File: config.mk
export PLATFORM = sky130hd
export DESIGN_NAME = dmem_port_arbiter
export DESIGN_NICKNAME = d
export VERILOG_FILES = /design/src/rtl/dmem_port_arbiter_pkg.sv /design/src/rtl/dmem_starve_ctr.sv /design/src/rtl/dmem_port_arbiter.sv
export SDC_FILE = /design/constraint.sdc
export NUM_CORES = 1
export LEC_CHECK = 0
export CORE_AREA = 2 2 120 122
export DETAILED_ROUTE_END_ITERATION = 6
export DIE_AREA = 0 0 122 124
export GPL_ROUTABILITY_DRIVEN = 0
export PLACE_DENSITY_LB_ADDON = 0.08
export SETUP_SLACK_MARGIN = 0.5
export SLEW_MARGIN = 20
export SYNTH_ARGS = -nofsm -noshare
export SYNTH_HDL_FRONTEND = slang
export SYNTH_SLANG_ARGS = --single-unit
File: constraint.sdc
create_clock -name clk -period 2.75 [get_ports clk]
set_clock_uncertainty 0.15 [all_clocks]
set_input_delay 0.4125 -clock clk [delete_from_list [all_inputs] [get_ports clk]]
set_output_delay 0.4125 -clock clk [all_outputs]
set_load 0.03 [all_outputs]
File: src/rtl/dmem_port_arbiter_pkg.sv
// Shared constants and state encoding for the data-memory port arbiter.
package dmem_port_arbiter_pkg;

    localparam int DMEM_WORD_LEN    = 32;
    localparam int DMEM_BURST_W     = 4;
    localparam int DMEM_STARVE_MAX  = 3;
    localparam int DMEM_WORD_STRIDE = 2;

    typedef enum logic [1:0] {
        DMEM_ARB_IDLE  = 2'd0,
        DMEM_ARB_BURST = 2'd1,
        DMEM_ARB_DONE  = 2'd2
    } dmem_arb_state_e;

endpackage

File: src/rtl/dmem_starve_ctr.sv
// Counts consecutive CPU grants while a DMA beat waits; saturates at STARVE_MAX.
module dmem_starve_ctr #(
    parameter int STARVE_MAX = 3
) (
    input  logic clk,
    input  logic rst,
    input  logic clr,
    input  logic inc,
    output logic starve_hit
);
    localparam int CNT_W = (STARVE_MAX < 1) ? 1 : $clog2(STARVE_MAX + 1);

    logic [CNT_W-1:0] cnt;

    assign starve_hit = (cnt >= CNT_W'(STARVE_MAX));

    always_ff @(posedge clk) begin
        if (rst || clr) begin
            cnt <= '0;
        end else if (inc && !starve_hit) begin
            cnt <= cnt + CNT_W'(1);
        end
    end

endmodule

File: src/rtl/dmem_port_arbiter.sv
// Shares the single-port data memory between the MEM-stage CPU port and a burst DMA port.
// state | meaning
// IDLE  | no burst; CPU owns the memory, dma_start sampled
// BURST | DMA beats pending; CPU has priority up to STARVE_MAX grants in a row
// DONE  | one-cycle dma_done pulse; CPU still served
module dmem_port_arbiter
    import dmem_port_arbiter_pkg::*;
#(
    parameter int WORD_LEN   = DMEM_WORD_LEN,
    parameter int BURST_W    = DMEM_BURST_W,
    parameter int STARVE_MAX = DMEM_STARVE_MAX
) (
    input  logic                clk,
    input  logic                rst,
    input  logic                cpu_req,
    input  logic                cpu_we,
    input  logic [WORD_LEN-1:0] cpu_addr,
    input  logic [WORD_LEN-1:0] cpu_wdata,
    output logic [WORD_LEN-1:0] cpu_rdata,
    output logic                cpu_stall,
    input  logic                dma_start,
    input  logic                dma_we,
    input  logic [WORD_LEN-1:0] dma_base,
    input  logic [BURST_W-1:0]  dma_len,
    input  logic [WORD_LEN-1:0] dma_wdata,
    output logic                dma_wready,
    output logic [WORD_LEN-1:0] dma_rdata,
    output logic                dma_rvalid,
    output logic                dma_busy,
    output logic                dma_done,
    output logic                mem_we,
    output logic                mem_re,
    output logic [WORD_LEN-1:0] mem_addr,
    output logic [WORD_LEN-1:0] mem_wdata,
    input  logic [WORD_LEN-1:0] mem_rdata
);
    dmem_arb_state_e     state;
    logic [WORD_LEN-1:0] cur_addr;
    logic [BURST_W-1:0]  remaining;
    logic                dir_we;
    logic                in_burst;
    logic                starve_hit;
    logic                cpu_grant;
    logic                dma_beat;

    assign in_burst  = (state == DMEM_ARB_BURST);
    assign cpu_grant = cpu_req & ~(in_burst & starve_hit);
    assign dma_beat  = in_burst & ~cpu_grant;

    assign cpu_stall = cpu_req & dma_beat;
    assign dma_busy  = in_burst;
    assign dma_done  = (state == DMEM_ARB_DONE);

    dmem_starve_ctr #(.STARVE_MAX(STARVE_MAX)) u_starve (
        .clk        (clk),
        .rst        (rst),
        .clr        (~in_burst | dma_beat),
        .inc        (in_burst & cpu_grant),
        .starve_hit (starve_hit)
    );

    always_comb begin
        mem_we     = 1'b0;
        mem_re     = 1'b0;
        mem_addr   = '0;
        mem_wdata  = '0;
        cpu_rdata  = '0;
        dma_wready = 1'b0;
        if (cpu_grant) begin
            mem_addr  = cpu_addr;
            mem_we    = cpu_we;
            mem_re    = ~cpu_we;
            mem_wdata = cpu_wdata;
            cpu_rdata = mem_rdata;
        end else if (dma_beat) begin
            mem_addr = cur_addr;
            if (dir_we) begin
                mem_we     = 1'b1;
                mem_wdata  = dma_wdata;
                dma_wready = 1'b1;
            end else begin
                mem_re = 1'b1;
            end
        end
    end

    always_ff @(posedge clk) begin
        if (rst) begin
            state      <= DMEM_ARB_IDLE;
            cur_addr   <= '0;
            remaining  <= '0;
            dir_we     <= 1'b0;
            dma_rdata  <= '0;
            dma_rvalid <= 1'b0;
        end else begin
            dma_rvalid <= dma_beat & ~dir_we;
            if (dma_beat && !dir_we) begin
                dma_rdata <= mem_rdata;
            end
            case (state)
                DMEM_ARB_IDLE: begin
                    if (dma_start) begin
                        if (dma_len != '0) begin
                            // Bursts are word aligned; the byte-pair LSB is dropped.
                            cur_addr  <= dma_base & ~WORD_LEN'(1);
                            remaining <= dma_len;
                            dir_we    <= dma_we;
                            state     <= DMEM_ARB_BURST;
                        end else begin
                            state <= DMEM_ARB_DONE;
                        end
                    end
                end
                DMEM_ARB_BURST: begin
                    if (dma_beat) begin
                        cur_addr  <= cur_addr + WORD_LEN'(DMEM_WORD_STRIDE);
                        remaining <= remaining - BURST_W'(1);
                        if (remaining == BURST_W'(1)) begin
                            state <= DMEM_ARB_DONE;
                        end
                    end
                end
                DMEM_ARB_DONE: state <= DMEM_ARB_IDLE;
                default:       state <= DMEM_ARB_IDLE;
            endcase
        end
    end

endmodule

# ---- After elaboration in Yosys (flattened, before gate mapping)
# Cells that the tools add are included.
dict set report totals {
  regBits 74
  inputBits 170
}
dict set report classes {
  n_addsub 3
  n_lt_le_gt_ge 1
  n_eq_ne 7
  muxes 26
  n_bitwise 12
  n_reduce_logical 11
}
# op n
set ops {}
lappend ops {{$mux W32} 9}
lappend ops {{$pmux W32 S2} 1}
lappend ops {{$add A32 B2 Y32 const B} 1}
lappend ops {{$mux W4} 3}
lappend ops {{$mux W2} 4}
lappend ops {{$pmux W4 S2} 1}
lappend ops {{$mux W1} 7}
lappend ops {{$and A1 B1 Y1} 6}
lappend ops {{$reduce_and A3 Y1} 2}
lappend ops {{$not A1 Y1} 5}
lappend ops {{$eq A4 B1 Y1 const B} 1}
lappend ops {{$ne A2 B1 Y1 const B} 2}
lappend ops {{$ne A2 B2 Y1 const B} 2}
lappend ops {{$pmux W2 S2} 1}
lappend ops {{$reduce_and A4 Y1} 1}
lappend ops {{$reduce_bool A4 Y1} 1}
lappend ops {{$sub A4 B1 Y4 const B} 1}
lappend ops {{$add A2 B1 Y2 const B} 1}
lappend ops {{$eq A2 B1 Y1 const B} 1}
lappend ops {{$eq A2 B2 Y1 const B} 1}
lappend ops {{$ge A2 B2 Y1 const B} 1}
lappend ops {{$logic_and A1 B1 Y1} 2}
lappend ops {{$logic_not A1 Y1} 2}
lappend ops {{$logic_not A2 Y1} 1}
lappend ops {{other kinds (3)} 3}

# ---- Depth between registers and ports, before layout
dict set report logic_depth {
  depth_word 8
  depth_mapped 9
}

# ---- Cells and area by module
# A second synthesis with hierarchy kept.
dict set report unflattened {
  cells_unflattened 638
  hier_area_um2 4526.8
}
# mod instances cells_each area_per_inst_um2 seq_area_each_um2
set by_module_without_submodules {}
lappend by_module_without_submodules {dmem_port_arbiter 1 630 4421.7 1421.4}
lappend by_module_without_submodules {dmem_starve_ctr 1 8 105.1 40.0}

# ---- Worst setup path before layout
# No wires, ideal clock.
dict set report synth_path {
  kind {reg-to-output}
  from {register state[1]}
  to {output mem_addr[22]}
  arrival_ns 1.999
  t_required_ns 2.188
  path_slack_ns 0.188
  stages_incl_launch_ff 9
  path_cell_list {dfxtp_1 -> nand2b_1 -> buf_2 -> inv_2 -> buf_6 -> buf_2 -> buf_2 -> nand2_1 -> o21ai_0}
}
dict set report synth_via {
  elab_chain_len 8
}
# item line_no
set synth_lines {}
lappend synth_lines {{start, declared} dmem_port_arbiter.sv:37} ;# dmem_arb_state_e state;
lappend synth_lines {{start signal, assigned} dmem_port_arbiter.sv:89} ;# state <= DMEM_ARB_IDLE;
lappend synth_lines {{start signal, assigned} dmem_port_arbiter.sv:108} ;# state <= DMEM_ARB_BURST;
lappend synth_lines {{start signal, assigned} dmem_port_arbiter.sv:110} ;# state <= DMEM_ARB_DONE;
lappend synth_lines {{$eq A2 B1 Y1 *} dmem_port_arbiter.sv:46} ;# assign in_burst = (state == DMEM_ARB_BURST);
lappend synth_lines {{named net dma_busy} dmem_port_arbiter.sv:29} ;# output logic dma_busy,
lappend synth_lines {{$and A1 B1 Y1} dmem_port_arbiter.sv:47} ;# assign cpu_grant = cpu_req & ~(in_burst & starve_hit);
lappend synth_lines {{$not A1 Y1} dmem_port_arbiter.sv:47}
lappend synth_lines {{$and A1 B1 Y1} dmem_port_arbiter.sv:47}
lappend synth_lines {{$not A1 Y1} dmem_port_arbiter.sv:48} ;# assign dma_beat = in_burst & ~cpu_grant;
lappend synth_lines {{$and A1 B1 Y1} dmem_port_arbiter.sv:48}
lappend synth_lines {{$mux W32} dmem_port_arbiter.sv:75} ;# end else if (dma_beat) begin
lappend synth_lines {{$mux W32 *} dmem_port_arbiter.sv:69} ;# if (cpu_grant) begin
lappend synth_lines {{end, declared} dmem_port_arbiter.sv:33} ;# output logic [WORD_LEN-1:0] mem_addr,
# Mark *: on every way through the listed nets, which the timed path passes. The rest lies on a longest branch.

# ---- Worst setup path after layout
dict set report layout_path {
  from {register state[1]}
  to {output cpu_rdata[28]}
}
dict set report layout_via {
  elab_chain_len 5
}
# item line_no
set layout_lines {}
lappend layout_lines {{$eq A2 B1 Y1} dmem_port_arbiter.sv:46}
lappend layout_lines {{$and A1 B1 Y1} dmem_port_arbiter.sv:47}
lappend layout_lines {{$not A1 Y1} dmem_port_arbiter.sv:47}
lappend layout_lines {{$and A1 B1 Y1} dmem_port_arbiter.sv:47}
lappend layout_lines {{$mux W32} dmem_port_arbiter.sv:69}
lappend layout_lines {{end, declared} dmem_port_arbiter.sv:19} ;# output logic [WORD_LEN-1:0] cpu_rdata,
# Every way passes these cells.

==> impl_metrics.py <==
metrics = {
    "outcome": {
        "status": "finished clean",
    },
    "die": {
        "die_area_um2": 15130,
        "rows": 43,
        "chipHeight_um": 124,
        "ios": 305,
        "die_x_um": 122,
        "core-area_um2": 13720,
        "start_util_pct": 34.45,
    },
    "clock_tree": {
        "clk_path_buf_depth": 2,
        "postCtsHoldBufs": 0,
        "ctsHtreeMaxLevel": 3,
        "clkSlewWorstSetupHoldPaths_ns": 0.06,
        "cts_made_buffers": 9,
        "cts_root_buf": "clkbuf_16",
        "cts_tree": "built",
        "cts_sinks": 73,
        "clk_latency_ns": 0.33,
    },
    "setup_path": {
        "arrival_ns": 1.86,
        "required_ns": 2.19,
        "reg2reg_setup_slack_ns": 0.65,
        "cp-end-kind": "output pin",
        "startpoint_type": "flop",
        "cp_max_fo": 7,
        "path_class": "reg -> out",
    },
    "yosys": {
        "syn_avg_cell_area_um2": 7.139,
        "yosys.area.top_type": "dfxtp_1",
        "synth_top_area_share_pct": 30.92,
        "yosys_warnings": 0,
        "syn_area_um2": 4726,
        "ys_ff_latch": 73,
        "synth_ff_type": "dfxtp_1",
        "synth_cell_types": 63,
        "yosysSeqAreaShare_pct": 30.92,
        "synth.top_cells.by_area": "dfxtp_1, nand2_1, a22o_1, a21oi_1, and2_1",
        "syn-num-nets": 836,
        "synthCells": 662,
        "synth-edff-count": 0,
        "ys_async_sr_fraction_pct": 0,
    },
    "detailed_routing": {
        "met3_wirelength_mm": 1.698,
        "wl_met2_mm": 11.36,
        "first_pass_iters": 5,
        "viasPerCell": 5.410,
        "first_iter_violations": 348,
        "m1WireLength_mm": 8.666,
        "routed.top_layer": "met4",
        "wl_per_cell_um": 19.38,
        "drt_wl_total_mm": 22.48,
        "drt_drc_violations_left": 0,
        "vias": 6276,
        "drtAntennaViolNets": 0,
    },
    "timing": {
        "fmax_ghz": 0.4121,
        "finalSetupTns_ns": 0,
        "rsz0062_at_grt": "yes",
        "relSlewSlack_pct": 70.96,
        "fin_crit_sh_pct": 88.24,
        "finalMaxSlewViolations": 0,
        "hold_viol": 0,
        "tightest_slew_ns": 0.4345,
        "finalSetupViolCount": 0,
        "period_needed_ns": 2.427,
        "holdWs_ns": 0.2877,
    },
    "global_routing": {
        "grt_max_degree": 39,
        "antenna_found_initial": 0,
        "track_usage_pct": 26.84,
        "grt_pass1_wl_mm": 31.67,
        "gr-total-overflow": 0,
        "grt_pass1_vias": 5944,
    },
    "power": {
        "power.density_nw_per_um2": 399.4,
        "p_leak_uw": 0.003934,
        "ir_drop_mv": 0.2788,
    },
    "hold_path": {
        "hp-class": "reg -> reg",
    },
    "placement": {
        "portBuffers": 303,
        "place_hpwl_mm": 14.59,
    },
    "layout": {
        "drive_above_1_share_pct": 30.10,
        "final_common_cell": "clkdlybuf4s50_1",
        "layout.nets": 1149,
        "syn_to_final_growth_pct": 106.4,
        "most-common-layout-cells": "clkdlybuf4s50_1, nand2_1, buf_6, dfxtp_1, a21oi_1",
        "diodes": 0,
    },
    "flow_run": {
        "cap_violations": 0,
    },
}
-- logic make-up after synthesis --
kind of cell / Yosys count / share of synthesized area, %
muxes: 14 / 3.045
and+or+nand+nor: 316 / 32.19
DFF: 73 / 30.92
buffers and inverters: 69 / 6.698
AOI/OAI and AO/OA: 186 / 26.08
adders and majority gates: 4 / 1.059
-- path summary, 6_finish.rpt --
path,to,cells past startpoint,start
setup / recovery,cpu_rdata[28],9,state[1]
hold / removal,u_starve.cnt[0],1,u_starve.cnt[0]
setup reg to reg,cur_addr[27],6,cur_addr[1]
hold reg to reg,u_starve.cnt[0],1,u_starve.cnt[0]
-- per-layer routing --
| layer | vias to the layer above | global-route usage (%) |
|---|---|---|
| met5 | - | 0 |
| met3 | 48 | 5.311 |
| met4 | 0 | 10.13 |
| met1 | 2960 | 31.74 |
| met2 | 291 | 47.94 |
| li1 | 2977 | - |
-- repair_timing --
item,CTS,global route
hold endpoints to repair,0,0
setup endpoints to repair,103,107
cloned,13,6
pin swaps,34,30
buffers inserted,12,6
gates resized for setup,169,38
-- report_power, final --
| group | switching (uW) | leakage (uW) | internal [uW] |
|---|---|---|---|
| logic | 730 | 0.00320 | 780 |
| registers | 87.2 | 0.000600 | 1130 |
| clock network | 464 | 0.000137 | 700 |
| total | 1280 | 0.00393 | 2610 |
-- stage by stage --
| step | power, uW | util [%] | cell area (um^2) | instances | worst slack, ns |
|---|---|---|---|---|---|
| 5_1_grt | 4051 | 71.09 | 9753 | 1160 | 0.2734 |
| 2_1_floorplan | 1859 | - | 4791 | 662 | 0.4115 |
| 3_3_place_gp | 2455 | 58.08 | 7968 | 1107 | 0.2326 |
| 4_1_cts | 3845 | 68.05 | 9336 | 1148 | 0.3367 |
| 3_5_place_dp | 2472 | 58.08 | 7968 | 1107 | 0.1853 |
| 6_report | 3895 | 71.09 | 9753 | 1160 | 0.3235 |
-- flip-flops by register name, summed over array words and instances, names as in the netlist --
name	cells
dma_rvalid	1
remaining	4
dma_rdata	32
state	2
dir_we	1
cur_addr	31
u_starve.cnt	2
-- layout make-up --
cell class | instances | area, um^2
Timing Repair Buffer | 361 | 4282
Fill cell | 1029 | 3966
Multi-Input combinational cell | 520 | 3438
Sequential cell | 73 | 1471
Clock buffer | 9 | 225.2
Tap cell | 180 | 225.2
Clock inverter | 7 | 71.32
Inverter | 10 | 40.04
-- cells in the mapped netlist (all sizes together), types with 2 or more instances --
| library cell | number |
|---|---|
| mux2 | 3 |
| o31ai | 5 |
| a21o | 4 |
| or2 | 2 |
| and4 | 5 |
| dfxtp | 73 |
| ha | 4 |
| o41ai | 2 |
| nand2 | 159 |
| a21oi | 54 |
| a2bb2oi | 3 |
| nor2 | 44 |
| inv | 10 |
| a32o | 4 |
| or3 | 3 |
| nand4 | 11 |
| nor3 | 8 |
| nor4 | 8 |
| a31oi | 9 |
| a22o | 34 |
| mux2i | 11 |
| o22ai | 8 |
| nand2b | 2 |
| a211oi | 4 |
| a221oi | 2 |
| a311oi | 2 |
| buf | 32 |
| a22oi | 3 |
| and3 | 10 |
| o21ai | 44 |
| nor2b | 2 |
| nand3b | 2 |
| nand3 | 18 |
| clkbuf | 27 |
| and2 | 40 |
-- critical path, stage by stage (launching register included) --
cell	delay, ns
dfxtp_4	0.34
nand2b_4	0.15
inv_4	0.06
a21boi_4	0.17
buf_12	0.14
buf_12	0.15
buf_12	0.12
clkbuf_16	0.13
and2_4	0.14
buf_6	0.12
(Power assumes the default switching activity.)
